$ cat src/rtl/router_pkg.sv
// Shared types for the parametrised router control FSM: state encoding and address checks.
package router_pkg;

  typedef enum logic [3:0] {
    StDa   = 4'd0,
    StLfd  = 4'd1,
    StLd   = 4'd2,
    StLp   = 4'd3,
    StFfs  = 4'd4,
    StLaf  = 4'd5,
    StWte  = 4'd6,
    StCpe  = 4'd7,
    StDrop = 4'd8
  } state_e;

  function automatic logic is_valid_addr(input int unsigned addr, input int unsigned num_ch);
    return addr < num_ch;
  endfunction

endpackage

$ cat src/rtl/router_fsm_nch.sv
// Router control FSM for NUM_CH output FIFOs: header/payload/parity sequencing, drop and wait.
// Optional wait timeout is enabled by defining ROUTER_FSM_WAIT_TIMEOUT_EN.
module router_fsm_nch
  import router_pkg::*;
#(
  parameter int unsigned NUM_CH      = 3,
  parameter int unsigned ADDR_W      = 2,
  parameter int unsigned WAIT_CYCLES = 30
) (
  input  logic              clk,
  input  logic              rst,
  input  logic              pkt_valid,
  input  logic [ADDR_W-1:0] data_in,
  input  logic              fifo_full,
  input  logic [NUM_CH-1:0] fifo_empty,
  input  logic [NUM_CH-1:0] soft_reset,
  input  logic              parity_done,
  input  logic              low_pkt_valid,
  output logic [ADDR_W-1:0] addr_q,
  output logic              detect_add,
  output logic              lfd_state,
  output logic              ld_state,
  output logic              laf_state,
  output logic              full_state,
  output logic              write_enb_reg,
  output logic              rst_int_reg,
  output logic              busy,
  output logic              drop_state,
  output logic              wait_timeout
);

  state_e state_q, state_d;
  logic   valid_addr;
  logic   empty_in;
  logic   empty_sel;
  logic   srst_sel;
  logic   timeout_hit;

  assign valid_addr = is_valid_addr(32'(data_in), NUM_CH);

  // Compare-based lookup keeps out-of-range addresses at 0 instead of indexing past the vector.
  always_comb begin
    empty_in  = 1'b0;
    empty_sel = 1'b0;
    srst_sel  = 1'b0;
    for (int unsigned i = 0; i < NUM_CH; i++) begin
      if (data_in == ADDR_W'(i)) begin
        empty_in = fifo_empty[i];
      end
      if (addr_q == ADDR_W'(i)) begin
        empty_sel = fifo_empty[i];
        srst_sel  = soft_reset[i];
      end
    end
  end

`ifdef ROUTER_FSM_WAIT_TIMEOUT_EN
  localparam int unsigned TimerW = $clog2(WAIT_CYCLES + 1);

  logic [TimerW-1:0] timer_q, timer_d;
  logic              wait_timeout_q;

  assign timeout_hit = (state_q == StWte) && (timer_q == TimerW'(WAIT_CYCLES - 1)) && !empty_sel;
  // Held at zero outside WTE, so every entry starts counting from zero.
  assign timer_d     = (state_q == StWte) ? timer_q + 1'b1 : '0;

  always_ff @(posedge clk or negedge rst) begin
    if (!rst) begin
      timer_q        <= '0;
      wait_timeout_q <= 1'b0;
    end else begin
      timer_q        <= timer_d;
      wait_timeout_q <= (state_q == StWte) && (state_d == StDrop);
    end
  end

  assign wait_timeout = wait_timeout_q;
`else
  logic unused_wait_cycles;

  assign timeout_hit        = 1'b0;
  assign wait_timeout       = 1'b0;
  assign unused_wait_cycles = ^WAIT_CYCLES;
`endif

  always_comb begin
    state_d = state_q;
    unique case (state_q)
      StDa: begin
        if (pkt_valid) begin
          if (!valid_addr) begin
            state_d = StDrop;
          end else if (empty_in) begin
            state_d = StLfd;
          end else begin
            state_d = StWte;
          end
        end
      end
      StLfd: state_d = StLd;
      StLd: begin
        if (fifo_full) begin
          state_d = StFfs;
        end else if (!pkt_valid) begin
          state_d = StLp;
        end
      end
      StLp:  state_d = StCpe;
      StCpe: state_d = fifo_full ? StFfs : StDa;
      StFfs: state_d = fifo_full ? StFfs : StLaf;
      StLaf: begin
        if (parity_done) begin
          state_d = StDa;
        end else if (low_pkt_valid) begin
          state_d = StLp;
        end else begin
          state_d = StLd;
        end
      end
      StWte: begin
        if (empty_sel) begin
          state_d = StLfd;
        end else if (timeout_hit) begin
          state_d = StDrop;
        end
      end
      StDrop: state_d = pkt_valid ? StDrop : StDa;
      default: state_d = StDa;
    endcase
    // Only the channel in use may abort the packet.
    if (state_q != StDa && srst_sel) begin
      state_d = StDa;
    end
  end

  always_ff @(posedge clk or negedge rst) begin
    if (!rst) begin
      state_q <= StDa;
      addr_q  <= '0;
    end else begin
      state_q <= state_d;
      if (state_q == StDa && pkt_valid) begin
        addr_q <= data_in;
      end
    end
  end

  always_comb begin
    detect_add    = 1'b0;
    lfd_state     = 1'b0;
    ld_state      = 1'b0;
    laf_state     = 1'b0;
    full_state    = 1'b0;
    write_enb_reg = 1'b0;
    rst_int_reg   = 1'b0;
    busy          = 1'b0;
    drop_state    = 1'b0;
    unique case (state_q)
      StDa:  detect_add = 1'b1;
      StLfd: begin
        lfd_state = 1'b1;
        busy      = 1'b1;
      end
      StLd: begin
        ld_state      = 1'b1;
        write_enb_reg = 1'b1;
      end
      StLp: begin
        write_enb_reg = 1'b1;
        busy          = 1'b1;
      end
      StCpe: begin
        rst_int_reg = 1'b1;
        busy        = 1'b1;
      end
      StFfs: begin
        full_state = 1'b1;
        busy       = 1'b1;
      end
      StLaf: begin
        laf_state     = 1'b1;
        write_enb_reg = 1'b1;
        busy          = 1'b1;
      end
      StWte:  busy = 1'b1;
      StDrop: drop_state = 1'b1;
      default: detect_add = 1'b0;
    endcase
  end

endmodule

$ cat config.mk
export PLATFORM = sky130hd
export DESIGN_NAME = router_fsm_nch
export DESIGN_NICKNAME = d
export VERILOG_FILES = /design/src/rtl/router_pkg.sv /design/src/rtl/router_fsm_nch.sv
export SDC_FILE = /design/constraint.sdc
export NUM_CORES = 1
export LEC_CHECK = 0
export CORE_MARGIN = 2
export CORE_UTILIZATION = 37
export CTS_CLUSTER_SIZE = 20
export DETAILED_ROUTE_END_ITERATION = 10
export GPL_TIMING_DRIVEN = 0
export PLACE_DENSITY_LB_ADDON = 0.1
export SYNTH_ARGS = -nofsm -noshare
export SYNTH_HDL_FRONTEND = slang
export SYNTH_SLANG_ARGS = --single-unit
$ cat constraint.sdc
create_clock -name clk -period 1.58 [get_ports clk]
set_input_delay 0.158 -clock clk [delete_from_list [all_inputs] [get_ports clk]]
set_output_delay 0.158 -clock clk [all_outputs]
set_load 0.05 [all_outputs]
Word level (Yosys, flattened, before mapping)
Cells that the tools add are included.
{"block": "word_totals", "ff_bits": 6, "latch_bits": 0, "ramBits": 0, "romBits": 0, "inputBits": 14, "out_inout_bits": 12, "wordCells": 58, "mem_count": 0}
{"block": "op_classes", "add_sub_neg": 0, "mul": 0, "div": 0, "magnitude_cmp": 1, "n_eq_ne": 15, "shifts": 0, "mux": 31, "bitwise_logic": 0, "reduce_logical": 9}
{"op": "one-hot mux 4 bit (9 select lines)", "n": 1}
{"op": "two-way mux 4 bit", "n": 7}
{"op": "two-way mux 1 bit", "n": 20}
{"op": "== test 4 x 3 -> 1 bit, second input constant", "n": 4}
{"op": "== test 4 x 2 -> 1 bit, second input constant", "n": 2}
{"op": "two-way mux 3 bit", "n": 2}
{"op": "!= test 3 bit, second input constant", "n": 2}
{"op": "OR reduction 6 bit", "n": 1}
{"op": "== test 2 x 1 -> 1 bit, second input constant", "n": 2}
{"op": "== test 2 bit, second input constant", "n": 2}
{"op": "== test 4 x 1 -> 1 bit, second input constant", "n": 1}
{"op": "== test 4 bit, second input constant", "n": 1}
{"op": "zero test 2 bit", "n": 2}
{"op": "zero test 4 bit", "n": 1}
{"op": "!= test 4 bit, second input constant", "n": 1}
{"op": "nonzero test 4 bit", "n": 1}
{"op": "AND reduction 3 bit", "n": 1}
{"op": "OR reduction 3 bit", "n": 1}
{"op": "logical AND 1 bit", "n": 2}
{"op": "less-than comparator 2 bit, second input constant", "n": 1}
{"op": "two-way mux 2 bit", "n": 1}

Longest topological paths before layout
Gate-level depths: netlist of run 1.
{"block": "depth", "depth_word": 9, "ltp_mapped": 5}

Least setup slack after synthesis of run 1
OpenSTA, ideal clock, no wires.
{"block": "synth_timing", "kind": "reg-to-output", "from": "register state_q[1]", "to": "output port lfd_state", "arrival_ps": 1787, "required_time_ps": 1422, "slack_ps": -365, "stages_incl_launch_ff": 4, "cell_sequence": "dfrtp_1 buf_4 nand2b_1 nor3_1"}
{"block": "synth_between", "elab_chain_cells": 2}
{"item": "start: declaration", "line_no": "router_fsm_nch.sv:32", "text": "state_e state_q, state_d;"}
{"item": "start signal: assignment", "line_no": "router_fsm_nch.sv:138", "text": "state_q <= StDa;"}
{"item": "start signal: assignment", "line_no": "router_fsm_nch.sv:141", "text": "state_q <= state_d;"}
{"item": "== test 4 x 1 -> 1 bit", "line_no": "router_fsm_nch.sv:158", "text": "unique case (state_q)"}
{"item": "two-way mux 1 bit", "line_no": "router_fsm_nch.sv:158"}
{"item": "end: declaration", "line_no": "router_fsm_nch.sv:21", "text": "output logic lfd_state,"}
No other way between the ends.

Worst setup path after layout of run 1
{"block": "layout_timing", "from": "register state_q[1]", "to": "output port write_enb_reg"}
{"block": "layout_between", "elab_chain_cells": 3, "elab_cells_between_ends": 5}
{"item": "== test 4 x 3 -> 1 bit or == test 4 x 2 -> 1 bit (tied branches)", "line_no": "router_fsm_nch.sv:158"}
{"item": "OR reduction 3 bit (no source line) (*)"}
{"item": "two-way mux 1 bit (*)", "line_no": "router_fsm_nch.sv:158"}
{"item": "end: declaration", "line_no": "router_fsm_nch.sv:25", "text": "output logic write_enb_reg,"}
Every way passes the cells marked *; elsewhere a longest branch is shown, timed or not.

==> impl_results.md, run 1 <==
* Inserted Clock Buffers at 3
* Die height at 45.4 um
* Fmax at 630 MHz
* WP buf/inv at 2
* Fraction of the mapped netlist area in simple logic gates at 31.7%
* Nets at 122
* P&R area growth vs syn at 58.5%
* Commonest non-fill, non-tap cell in the layout: clkdlybuf4s50_1
* Status: finished with violations
* Post-synthesis mux area share at 9.84%
* Synth warnings at 0
* Drt wl/cell at 13.0 um
* Critical path capture point type: output port
* Setup-failing EPs final at 1
* Worst-path fanout max at 4
* Comb power frac at 78.7%
* Critical-path top delay cell: dfrtp_1
* Number of global-route vias before repair at 562
* Post-Synth Adder-Cell Area at 0%
* Final worst slack at -0.00708 ns
* Die width at 45.4 um
* Sequential area share after synthesis at 23.6%
* Crit path arrival time at 1.43 ns
* CP delay by family, top: flip-flops
* FF-to-FF Start: state_q[2]
* WP data required at 1.42 ns
* Sw Pwr at 0.00103 W
* Final hold vios at 0
* Die area at 0.00207 mm^2
* Worst Hold Class: in2async
* Core area at 0.00156 mm^2
* Post-Synth XOR/XNOR Area at 0%
* Clock latency on the worst-skew pair at 0.24 ns
* Violated checks: negative setup slack
* DRC errors left at 0
* Hold_buf cts at 0
* I/O pins at 26
* # H-tree levels at 1
* Synth Area per Inst at 8.95 um^2
* Global Route Usage Sum at 16.7%
* Slew Viols, Final at 0
* DP Wirelength at 1190 um
* Vias at 656
* ANT cells at 0
* TritonRoute pass-1 iters at 4
* Sw Ratio at 51.0%
* Worst VDD drop at 1400 uV
* Worst Skew at 0.00120 ns
* Placement row count at 14
* Clock Root Buffer: clkbuf_4
* Port-buffer cells at 24
* Mapped Cells at 71
* Post-layout min period at 1.59 ns
* Crit share post-route at 100%
* Leakage at 0.428 nW
* Worst Hold Slack at 0.149 ns
* RSZ-0062 raised after global routing: true
* Critical Path Max Stage Delay at 0.38 ns
* PD cells at 2010 mW/mm^2
* Cells along the critical path: buf_6 > nand2b_4 > or2_1 > a21oi_1 > buf_4
* Max Cap Violations at 0
* Largest net degree at the start of global routing at 11
* Sequential Power Share at 14.4%
* Post-route ant nets at 0
* Critical path class: reg2out
* Clock power frac at 6.9%
* Flops & latches, synth at 6
* Area fraction in compound gates after synthesis at 25.4%
* Vias per cell at 5.38
* Clock tree from TritonCTS: yes
* Main combinational cell family by area after synthesis: simple AND/OR/NAND/NOR gates
* Synth cell types at 34
* Register clock-pin slew on the reported worst setup and hold paths at 0.04 ns
* Syn Std Cell Area at 636 um^2
* Setup crit start kind: flop
* Max clock buf depth at 2
* Int Power at 0.000990 W
* Syn nets at 85
* Share of cells above drive strength 1 at 36.8%
* Final GP Congestion at 0.753
* Initial antenna violation count at 0
* TritonCTS sink count at 6
* Final core occ at 64.6%
* Starting density of the core at 40.8%
* Drt total wl at 1580 um
* Most frequent cells in the layout: clkdlybuf4s50_1, buf_4, buf_6, nand2_1, dfrtp_1
* First-pass GRT wire length at 2500 um
* Starting DRT DRC Count at 10
* Crit path launch: state_q[1]
* GRT overflow at 0
worst reg2reg max path, delay by kind of cell (launching register included):
family	cells	cell delay (ns)
flip-flops	1	0.39
AND/OR/NAND/NOR	2	0.37
AO/OA/AOI/OAI	1	0.18
multiplexers	1	0.32
buffers and inverters	1	0.15
sequential cells by signal, indices dropped and copies added, names as in the netlist:
signal   count
state_q      4
addr_q       2
path summary, 6_finish.rpt:
kind / endpoint / cells after the start / slack (ns)
max: write_enb_reg / 5 / -0.007
min reg2reg: addr_q[1] / 1 / 0.62
max reg2reg: state_q[0] / 5 / 0.08
min in group clk: state_q[3] / 2 / 0.59
min: addr_q[0] / 1 / 0.15
max in group asynchronous: state_q[3] / 1 / 1.21
metrics by stage:
stage / setup slack (ns) / total power, W / instance area [um^2] / setup TNS, ns / std cells
2_1_floorplan: -0.364 / 0.00133 / 644 / -2.28 / 71
3_3_place_gp: -0.480 / 0.00170 / 905 / -2.94 / 111
3_5_place_dp: -0.487 / 0.00170 / 905 / -3.14 / 111
4_1_cts: -0.0340 / 0.00188 / 928 / -0.0340 / 115
5_1_grt: -0.0662 / 0.00216 / 1010 / -0.0833 / 122
6_report: -0.00708 / 0.00202 / 1010 / -0.00708 / 122
cells by family after synthesis:
logic type,Yosys count
buffers and inverters,8
AND/OR/NAND/NOR,29
multiplexers,6
other,1
AO/OA/AOI/OAI,21
flip-flops,6
synthesized netlist by cell type:
cell type / n / area share [%]
mux2i_1: 4 / 6.3
nor3_2: 1 / 1.6
buf_4: 3 / 3.5
o2111ai_1: 2 / 2.8
nand2_1: 6 / 3.5
nor3_1: 2 / 1.6
inv_2: 1 / 0.59
and2_1: 2 / 2.0
and4bb_1: 1 / 2.0
nor4bb_1: 1 / 1.6
mux2_1: 2 / 3.5
nor4b_4: 1 / 3.7
a311o_1: 1 / 1.6
buf_6: 2 / 3.5
a311oi_2: 1 / 2.4
or2_1: 1 / 0.98
nand2b_1: 3 / 3.0
a21boi_2: 1 / 1.8
o211ai_2: 1 / 2.0
a21o_2: 1 / 1.4
nor4_4: 1 / 3.3
dfrtp_1: 6 / 24
nand3b_1: 4 / 4.7
a2bb2oi_1: 1 / 1.4
a211oi_1: 1 / 1.2
nand3_1: 1 / 0.79
inv_1: 2 / 1.2
o22ai_1: 1 / 0.98
o21ai_0: 4 / 3.1
nor2_1: 5 / 3.0
a21oi_1: 4 / 3.1
o21a_1: 2 / 2.4
a211o_1: 1 / 1.4
conb_1: 1 / 0.59
power by group through the flow:
stage	registers [W]	logic, W	clock network (W)
global placement	0.000313	0.00138	0
finish	0.000292	0.00159	0.000139
CTS	0.000304	0.00143	0.000146
detailed placement	0.000314	0.00139	0
floorplan	0.000390	0.000944	0
global route	0.000301	0.00169	0.000161
routing by layer:
metal / vias up / share of wire (%) / GRT usage [%] / wire, um
met5: - / 0 / 0 / 0
met4: 0 / 0 / 3.53 / 0
met3: 0 / 6.3 / 5.16 / 99
met2: 28 / 52 / 28.5 / 818
met1: 294 / 42 / 20.6 / 662
li1: 334 / - / - / -
area by class of cell:
type	count	area [um^2]
timing repair buffer	32	289
fill	152	552
multi-input combinational	57	460
sequential	6	151
tap	16	20.0
inverter	3	11.3
buffer	5	52.6
clock buffer	3	22.5
timing repair:
item,in CTS,in global routing
resized for setup,60,11
setup endpoints to repair,14,13
setup buffers,1,7
pin swaps,1,4
Note: power is estimated with default switching activity, not from simulation.
==> run 2, diff against run 1 <==
CAP_MARGIN = 20   (was default)
GPL_TIMING_DRIVEN = default   (was 0)
==> impl_results.md, run 2 (synthesis gave the netlist of run 1 again) <==
* Violated checks: negative setup slack
* Max Cap Violations at 0
* Global Route Usage Sum at 21.3%
* Post-route ant nets at 0
* TritonRoute pass-1 iters at 4
* Largest reg by FF count: state_q
* Worst Skew at 0.00349 ns
* ANT cells at 0
* Largest net degree at the start of global routing at 10
* DRC errors left at 0
* Drt total wl at 2150 um
* Initial antenna violation count at 0
* Most frequent cells in the layout: buf_4, clkdlybuf4s50_1, buf_12, nand2_1, buf_6
* Die area at 0.00207 mm^2
* Vias per cell at 5.80
* Core area at 0.00156 mm^2
* Clock tree from TritonCTS: yes
* Starting density of the core at 40.8%
* Critical-path top delay cell: dfrtp_2
* Worst Hold Class: in2async
* Port-buffer cells at 24
* RSZ-0062 raised after global routing: true
* DP Wirelength at 1410 um
* Crit path arrival time at 1.44 ns
* First-pass GRT wire length at 3110 um
* Final GP Congestion at 0.799
* Worst VDD drop at 1360 uV
* Dpl ws at -0.0305 ns
* Die width at 45.4 um
* WP buf/inv at 3
* P&R area growth vs syn at 90.6%
* Critical path class: reg2out
* Clock latency on the worst-skew pair at 0.25 ns
* Share of cells above drive strength 1 at 53.1%
* Critical Path Max Stage Delay at 0.46 ns
* Vias at 748
* R2R cell count at 5
* TritonCTS sink count at 6
* Max clock buf depth at 2
* Hold_buf cts at 0
* Nets at 129
* Max reg flops at 4
* Inserted Clock Buffers at 3
* CP delay by family, top: flip-flops
* Die height at 45.4 um
* Final non-filler cell total at 129
* Worst R2R End: addr_q[0]
* Setup-failing EPs final at 5
* I/O pins at 26
* WP data required at 1.42 ns
* Leakage at 0.499 nW
* Starting DRT DRC Count at 18
* Critical path capture point type: output port
* Final hold vios at 0
* Cells along the critical path: buf_6 > nor4_4 > buf_4 > buf_12
* Status: finished with violations
* Drt wl/cell at 16.7 um
* Setup crit start kind: flop
* PD cells at 2060 mW/mm^2
* Worst-path fanout max at 7
* Post-layout min period at 1.60 ns
* Clock Root Buffer: clkbuf_4
* GRT overflow at 0
* Final worst slack at -0.0206 ns
* Commonest non-fill, non-tap cell in the layout: buf_4
* Biggest regs: state_q x4, addr_q x2
* Worst R2R Setup Slack at -0.01 ns
* FF-to-FF Start: state_q[3]
* Slew Viols, Final at 0
* Placement row count at 14
* Setup TNS at -0.0403 ns
* Crit share post-route at 101%
* # H-tree levels at 1
* Final core occ at 77.7%
* Register clock-pin slew on the reported worst setup and hold paths at 0.06 ns
* Fmax at 625 MHz
* Placed cells at 116
* Number of global-route vias before repair at 683
-- run 2: cell types whose count changed in the layout (fill, tap and decap cells not counted), moves of 2 or more --
cell           change
buf_12             +9
buf_4              +5
dfrtp_1            -3
dfrtp_2            +3
buf_2              -2
buf_6              -2
dlygate4sd2_1      -2
nor2_1             -2
nor2_4             +2
nor3_1             -2
nor3_2             +2
-- run 2: final cells by class --
cell class                 instances  area [um^2]
clock buffer                       3         22.5
fill                              98          348
inverter                           3         11.3
multi-input combinational         57          508
sequential                         6          155
tap                               16         20.0
timing repair buffer              44          494
-- run 2: report_power, final --
group / internal [W] / total (W) / leakage [nW] / switching [W]
Combinational: 0.000988 / 0.00200 / 0.415 / 0.00101
Clock: 0.0000870 / 0.000158 / 0.0138 / 0.0000711
Sequential: 0.000223 / 0.000346 / 0.0704 / 0.000123
-- run 2: how the worst max path moves through the flow --
stage,from,slack (ns),cells past startpoint,end
after global placement,state_q[2],0.03,3,addr_q[0]
final,state_q[3],-0.02,4,detect_add
after detailed placement,state_q[2],-0.03,3,addr_q[0]
after floorplan,state_q[3],-0.36,4,full_state
after CTS,state_q[3],-0.04,5,rst_int_reg
after global routing,state_q[3],-0.09,6,state_q[3]
-- run 2: metrics by stage --
stage	power, W	instance area [um^2]	hold slack [ns]
floorplan	0.00133	644	-0.138
global placement	0.00195	1020	0.418
detailed placement	0.00196	1020	0.433
CTS	0.00225	1100	0.169
global route	0.00262	1210	0.191
finish	0.00250	1210	0.158
-- run 2: metal layers --
| layer | global-route usage (%) | part of all wire [%] |
|---|---|---|
| met1 | 25.8 | 41 |
| met2 | 37.5 | 52 |
| met3 | 1.59 | 5.0 |
| met4 | 10.6 | 1.9 |
| met5 | 0 | 0 |
-- run 2: repair_timing --
item	in CTS	in global routing
gates resized for setup	10	17
setup endpoints to repair	10	15
pin swaps	2	6
setup buffers	3	7
